--- src/rtl/shapool_sequencer.sv ---
// Per-job sequencer for the hashing pool core: walks this device's nonce slice,
// steps the core through load/hash/hash/check and reports the winning nonce.
module shapool_sequencer #(
  parameter int NONCE_WIDTH    = 32,
  parameter int POOL_SIZE_LOG2 = 2,
  parameter int START_WIDTH    = 8,
  parameter int ROUND_COUNT    = 64
) (
  input  logic                           clk,
  input  logic                           reset_n,
  input  logic                           start,
  input  logic                           halt,
  input  logic [START_WIDTH-1:0]         nonce_start,
  output logic                           core_load,
  output logic                           core_en,
  output logic                           core_phase,
  output logic [$clog2(ROUND_COUNT)-1:0] core_round,
  output logic [NONCE_WIDTH-1:0]         core_nonce,
  output logic                           core_check,
  input  logic                           core_match,
  output logic                           success,
  output logic                           found,
  output logic [NONCE_WIDTH-1:0]         result,
  output logic                           exhausted,
  output logic                           busy
);

  localparam int CNT_W   = NONCE_WIDTH - POOL_SIZE_LOG2;
  localparam int SLICE_W = CNT_W - START_WIDTH;
  localparam int RW      = $clog2(ROUND_COUNT);
  localparam logic [RW-1:0] ROUND_LAST = RW'(ROUND_COUNT - 1);

  typedef enum logic [2:0] {
    S_IDLE,
    S_LOAD,
    S_HASH0,
    S_HASH1,
    S_CHECK,
    S_DONE
  } state_t;

  state_t            state, next_state;
  logic [CNT_W-1:0]  counter;
  logic              round_last;
  logic              slice_last;

  assign round_last = (core_round == ROUND_LAST);
  assign slice_last = (counter[SLICE_W-1:0] == '1);

  always_comb begin
    next_state = state;
    unique case (state)
      S_IDLE:  if (start && !halt) next_state = S_LOAD;
      S_LOAD:  next_state = halt ? S_DONE : S_HASH0;
      S_HASH0: begin
        if (halt)            next_state = S_DONE;
        else if (round_last) next_state = S_HASH1;
      end
      S_HASH1: begin
        if (halt)            next_state = S_DONE;
        else if (round_last) next_state = S_CHECK;
      end
      // match outranks halt, which outranks slice exhaustion
      S_CHECK: next_state = (core_match || halt || slice_last) ? S_DONE : S_LOAD;
      S_DONE:  if (!start) next_state = S_IDLE;
      default: next_state = S_IDLE;
    endcase
  end

  always_ff @(posedge clk or negedge reset_n) begin
    if (!reset_n) begin
      state      <= S_IDLE;
      counter    <= '0;
      core_round <= '0;
      success    <= 1'b0;
      found      <= 1'b0;
      result     <= '0;
      exhausted  <= 1'b0;
    end else begin
      state   <= next_state;
      success <= 1'b0;
      unique case (state)
        S_IDLE: begin
          if (next_state == S_LOAD) counter <= {nonce_start, {SLICE_W{1'b0}}};
          core_round <= '0;
        end
        S_LOAD: core_round <= '0;
        // the round index wraps to 0 on its own at HASH0->HASH1 and HASH1->CHECK
        S_HASH0, S_HASH1: begin
          if (next_state == S_DONE) core_round <= '0;
          else                      core_round <= core_round + 1'b1;
        end
        S_CHECK: begin
          if (core_match) begin
            success <= 1'b1;
            found   <= 1'b1;
            result  <= core_nonce;
          end else if (halt) begin
            found <= found;
          end else if (slice_last) begin
            exhausted <= 1'b1;
          end else begin
            counter <= counter + 1'b1;
          end
        end
        S_DONE: begin
          if (!start) begin
            found     <= 1'b0;
            exhausted <= 1'b0;
            result    <= '0;
          end
        end
        default: core_round <= '0;
      endcase
    end
  end

  assign core_nonce = NONCE_WIDTH'(counter);
  assign core_load  = (state == S_LOAD);
  assign core_en    = (state == S_HASH0) || (state == S_HASH1);
  assign core_phase = (state == S_HASH1);
  assign core_check = (state == S_CHECK);
  assign busy       = (state != S_IDLE) && (state != S_DONE);

endmodule

--- config.mk ---
export PLATFORM = sky130hd
export DESIGN_NAME = shapool_sequencer
export DESIGN_NICKNAME = d
export VERILOG_FILES = /design/src/rtl/shapool_sequencer.sv
export SDC_FILE = /design/constraint.sdc
export NUM_CORES = 1
export LEC_CHECK = 0
export CELL_PAD_IN_SITES_DETAIL_PLACEMENT = 1
export CELL_PAD_IN_SITES_GLOBAL_PLACEMENT = 2
export CORE_MARGIN = 2
export CORE_UTILIZATION = 31
export DETAILED_ROUTE_END_ITERATION = 8
export PLACE_DENSITY = 0.89
export SYNTH_ARGS = -nofsm -noshare
export SYNTH_HDL_FRONTEND = slang
export SYNTH_SLANG_ARGS = --single-unit
--- constraint.sdc ---
create_clock -name clk -period 5.9 [get_ports clk]
set_input_delay 0.59 -clock clk [delete_from_list [all_inputs] [get_ports clk]]
set_output_delay 0.59 -clock clk [all_outputs]
set_load 0.02 [all_outputs]
* After elaboration in Yosys (flattened, before gate mapping) *
Index checks and enable logic that the tools add are counted.

word-level totals
  bits in registers = 74
  bits of input ports = 13

cells by class
  add/subtract/negate cells = 2
  eq/ne operators = 17
  multiplexer cells = 28
  reductions and logical operators = 15

operator list
  operator               number
  $mux 30                4
  $mux 32                2
  $pmux 32 s2            1
  $pmux 30 s2            1
  $add 30x1->30 const B  1
  $mux 3                 8
  $eq 22x22->1 const B   1
  $pmux 3 s6             1
  $pmux 6 s2             1
  $ne 2x2->1 const B     5
  $reduce_and 5->1       2
  $eq 3x3->1 const B     3
  $mux 1                 7
  $add 6x1->6 const B    1
  $eq 3x1->1 const B     2
  $eq 3x2->1 const B     2
  $eq 6x6->1 const B     1
  $mux 6                 1
  $ne 2x1->1 const B     2
  $pmux 1 s2             2
  $reduce_bool 2->1      2
  $reduce_or 2->1        2
  $logic_not 3->1        1
  $logic_or 1x1->1       3
  5 further kinds        6

* Longest topological paths before layout *
  word-level depth = 7
  depth in mapped cells = 8

* Least setup slack after synthesis *
Ideal clock, no wire load.

  kind = register to register
  from = register core_round[0]
  to = register counter[14]
  setup time = 138 ps
  arrival time = 1857 ps
  data required time = 5762 ps
  slack = 3905 ps
  stages on the path, launching flop included = 9
  path buffers = 1
  clock period less this slack = 1995 ps
  path through = dfrtp_1 > ha_1 > nand3_1 > nor3_1 > nor3_1 > nand3_4 > buf_6 > o21ai_0 > o31ai_1

on the way
  cells in the longest elaborated chain, start to end = 7
  elaborated cells between the ends (all ways) = 9
  classes of those cells = eq/ne (3); mux (5); reduce/logical (1)

ends and longest elaborated chain
  what                                   RTL line  RTL
  from (decl)                            17        output logic [$clog2(ROUND_COUNT)-1:0] core_round,
  from (signal assigned)                 91        else core_round <= core_round + 1'b1;
  $eq 6x6->1 (*)                         47        assign round_last = (core_round == ROUND_LAST);
  $mux 3, on equally long branches       61, 57
  $mux 3, on equally long branches       60, 56
  $pmux 3 s6 (*)                         52        unique case (state)
  $eq 3x1->1 (*)                         84        if (next_state == S_LOAD) counter <= {nonce_start, {SLICE_W{1'b0}}};
  $ne 2x2->1 (no source line) (*)        -
  $reduce_and 5->1 (no source line) (*)  -
  to (signal assigned)                   84
  to (signal assigned)                   103       counter <= counter + 1'b1;
  to (decl)                              43        logic [CNT_W-1:0] counter;

Mark *: on every way between the ends. The rest lies on a longest branch, timed or not.
A chain may end at the register's enable or synchronous reset.

* Worst setup path in the final report *
  from = register state[0]
  to = output port core_check

on the way
  cells in the longest elaborated chain, start to end = 1

ends and longest elaborated chain
  what                    RTL line  RTL
  from (decl)             42        state_t state, next_state;
  from (signal assigned)  80        state <= next_state;
  $eq 3x3->1              122       assign core_check = (state == S_CHECK);
  to (decl)               19        output logic core_check,

No other way between the ends.

==> flow_results.org <==
** Status
- Run status :: finished clean

** Timing
- The final-report hold violation count is 0.
- Post-layout min period :: approximately 3.2 ns
- Count of pins over their slew limit :: 0
- Setup violations remaining at the end of the flow were counted as 0.
- Timing would allow up to ~310 MHz.
- For the final database, setup skew stands at between 0.005 and 0.006 ns.
- Dividing the final minimum period by the clock period gives 0.542.
- In this run the tightest slew margin relative to its limit is 0.199.
- For the pin with the worst max-slew slack, the measured transition is 1.20 ns.
- Setup total negative slack on the finished layout was measured at 0 ns.
- Setup repair after global routing left no endpoint under its margin.

** GRT
- Maximum number of pins on one net before global-route repair :: 73
- Total global routing overflow :: 0
- The first global-routing pass estimated ~18,000 um of wire.
- The initial antenna violation count came to 0.
- For this run, the total global-route usage over all layers was measured as 0.171.
- The via count of the first global-routing pass came to 3,410.

** Yosys
- Number of register bits inferred by synthesis :: a little over 70
- In the synthesized netlist the async set-or-reset flop fraction comes to 1.00.
- After synthesis the cells add up to about 0.0036 sq mm.
- Most used flip-flop cell after synthesis :: dfrtp_1
- Post-synthesis average cell area :: roughly 9.0 sq um
- Synth unique cells :: 53
- The area fraction in compound gates after synthesis was 0.199.
- Of the post-synthesis cell area, the part taken by muxes is 0.00311.
- Synthesis handed over a netlist of between 400 and 500 instances.
- Post-Synth Simple-Gate Area :: 0.233
- Number of enable-type register cells in the synthesized netlist :: 0
- The share of the Yosys chip area taken by registers is 0.497.
- Of the total synthesized cell area, the portion taken by full adders, half adders and majority gates is 0.00690.
- Count of warnings emitted by yosys :: 0
- XOR/XNOR share of the synthesized area :: 0.00966
- Main combinational cell family by area after synthesis :: simple AND/OR/NAND/NOR gates

** Setup path
- At the worst endpoint, the required time is ~5.3 ns.
- Largest fanout on the critical path :: 30
- In this run the critical register-to-register path is launched from state[0].
- For the worst setup path, the data arrival time is ~2.6 ns.
- CP startpoint :: state[0]
- On the worst path, the slowest cell contributes a delay of slightly below 0.7 ns.
- Measured in cells, the most critical reg-to-reg path has a length of 5.
- The worst setup path is launched from a flip-flop.
- The critical path crosses 4 cells after its start point.
- The critical path is of the flip-flop to output pin type.
- Cell family with the largest share of critical-path delay :: buffers and inverters
- Last element of the critical path :: core_check
- Worst reg-to-reg setup slack :: roughly 3 ns
- Slowest stage cell, crit path :: clkdlybuf4s50_1
- The endpoint identified for the worst register-to-register timing path is result[24].
- Traced cell by cell, the critical path runs through or3b_1, buf_4, inv_1, clkdlybuf4s50_1.
- WP buf/inv :: 3
- Worst Setup End Kind :: output pin

** Cells and area
- Number of antenna repair diodes :: 0
- Relative to the synthesized area, the layout overhead comes to 31.5%.
- Fill cell count :: 1,349
- Ratio of cells with drive above 1 in the final layout :: 0.0565
- Measured on the finished design, the core utilization comes to 0.418.
- Area of combinational cells with multiple inputs :: around 0.0017 sq mm
- Post-Layout Inst Area :: between 0.004 and 0.005 sq mm
- Sequential cell area :: around 0.0018 sq mm
- After the flow finishes, the layout carries non-filler instances totaling 621.
- Commonest non-fill, non-tap cells in the layout :: 86 x nand2_1, 85 x clkdlybuf4s50_1, 72 x dfrtp_1
- Total number of nets in the final design :: 492
- The library cell used most frequently in the layout, excluding fill and tap cells, is nand2_1.

** Drt
- Count of antenna-violating nets left after detailed routing :: 0
- For this block, the routed nets add up to about 10,000 um of wire.
- Vias :: 3,276
- For this block, the initial DRC count from the detailed router was approximately 150.
- Via density per instance :: approximately 5.3
- DRC violation count after routing :: 0
- Detailed Routing Iterations Pass 1 :: 4
- Per-cell routed wire length :: 16.9 um

** Clock network
- Hold-fix buffers at CTS :: 0
- H-tree Lvls :: 3
- CTS tree :: done
- Bufs on Longest Clock Path :: 2
- Clk root buf :: clkbuf_16
- After clock tree synthesis, the setup repair step added 0 buffers.
- Num Clock Sinks :: roughly 70
- Number of clock buffers inserted by TritonCTS :: 9
- Post-cts sizing count :: 0
- Latest clock arrival within the worst-skew pair :: ~0.33 ns
- Clock transition at the register clock pins on the worst setup and hold paths after CTS :: 0.05 ns

** Floorplan
- Horizontal die dimension :: 112 um
- Initial cell density of the core :: 0.318
- The die covers about 0.013 sq mm.
- Placement Rows :: 39
- The die is approximately 110 um tall.
- Area inside the core boundary :: around 0.011 sq mm
- Top-level port count :: just over 90

** Power
- In this run the static leakage power is 1.92 nW.
- Across the VDD grid, the largest voltage drop is 0.185 mV.
- Power density over cell area :: between 300 and 400 mW/mm^2
- Overall power consumption after layout is estimated at 1.82 mW.

** Hold path
- The worst hold path belongs to the class primary input to async pin.

** Placed design
- # placed instances :: slightly above 600
- Routability-driven placement finished with a final weighted congestion of a little under 0.8.
- In this run the tool buffered the top-level ports with 86 buffer cells.
- Sum of net half-perimeters after detailed placement :: around 7100 um
- Once placement finished, the instance area stood at 0.00452 sq mm.

** Run
- Max-cap violations in this run came to 0.
==> worst min-delay path by stage <==
stage,from,endpoint,slack [ns]
4_1_cts,reset_n,core_round[1],0.45
5_1_grt,reset_n,core_round[1],0.50
2_1_floorplan,reset_n,core_round[0],0.29
6_report,reset_n,core_round[2],0.39
3_5_place_dp,exhausted,exhausted,0.47
3_3_place_gp,exhausted,exhausted,0.46
==> sequential cells by signal (all words and copies together) (netlist names) <==
register	flops
counter	30
result	30
core_round	6
state	3
exhausted	1
found	1
success	1
==> final cells by class <==
cell class | count | share of cell area
clock buffers | 10 | 0.0501
inverters | 5 | 0.00393
repair buffers | 87 | 0.182
flip-flops and latches | 72 | 0.378
well taps | 143 | 0.0375
multi-input cells | 302 | 0.347
clock inverters | 2 | 0.00210
==> metrics by stage <==
stage	setup WS (ns)	hold slack [ns]
floorplan	3.90	0.294
global placement	3.08	0.456
detailed placement	2.98	0.473
CTS	2.69	0.448
global route	2.59	0.495
finish	2.70	0.387
==> power breakdown <==
part | switching [mW] | internal (mW)
clock network | 0.194 | 0.285
registers | 0.0971 | 0.574
logic | 0.404 | 0.266
==> Yosys cell counts, types with 3 or more instances <==
cell type / instances / area (sq um)
nor4_1: 3 / 18.8
nor2_1: 25 / 93.8
o31ai_1: 14 / 105
nor3_1: 7 / 35.0
nand2b_1: 3 / 18.8
nand4_1: 5 / 31.3
o22a_1: 5 / 43.8
buf_2: 10 / 50.1
nand3_1: 12 / 60.1
and2_1: 3 / 18.8
buf_6: 4 / 45.0
o21ai_0: 63 / 315
nor2b_1: 3 / 18.8
buf_4: 5 / 37.5
a21oi_1: 11 / 55.1
a22o_1: 4 / 35.0
inv_1: 5 / 18.8
dfrtp_1: 72 / 1800
a31oi_1: 8 / 50.1
and3_1: 6 / 37.5
clkbuf_1: 8 / 30.0
nand2_1: 86 / 323
or3_1: 3 / 18.8
==> per-layer routing <==
metal,GRT usage,vias to the layer above,part of all wire
li1,-,1565,-
met1,0.233,1645,0.47
met2,0.284,55,0.49
met3,0.0205,11,0.023
met4,0.0634,0,0.017
met5,0,-,0
==> logic make-up (layout without fill, tap and decap cells) <==
logic type	after synthesis	count (layout)
adder cells (fa/ha/maj)	2	2
AND/OR/NAND/NOR	172	172
AO/OA/AOI/OAI	119	119
multiplexers	1	1
flip-flops	72	72
XOR/XNOR	4	4
buffers and inverters	32	104
other	1	4
No activity file was read; power rests on OpenSTA's default activity.
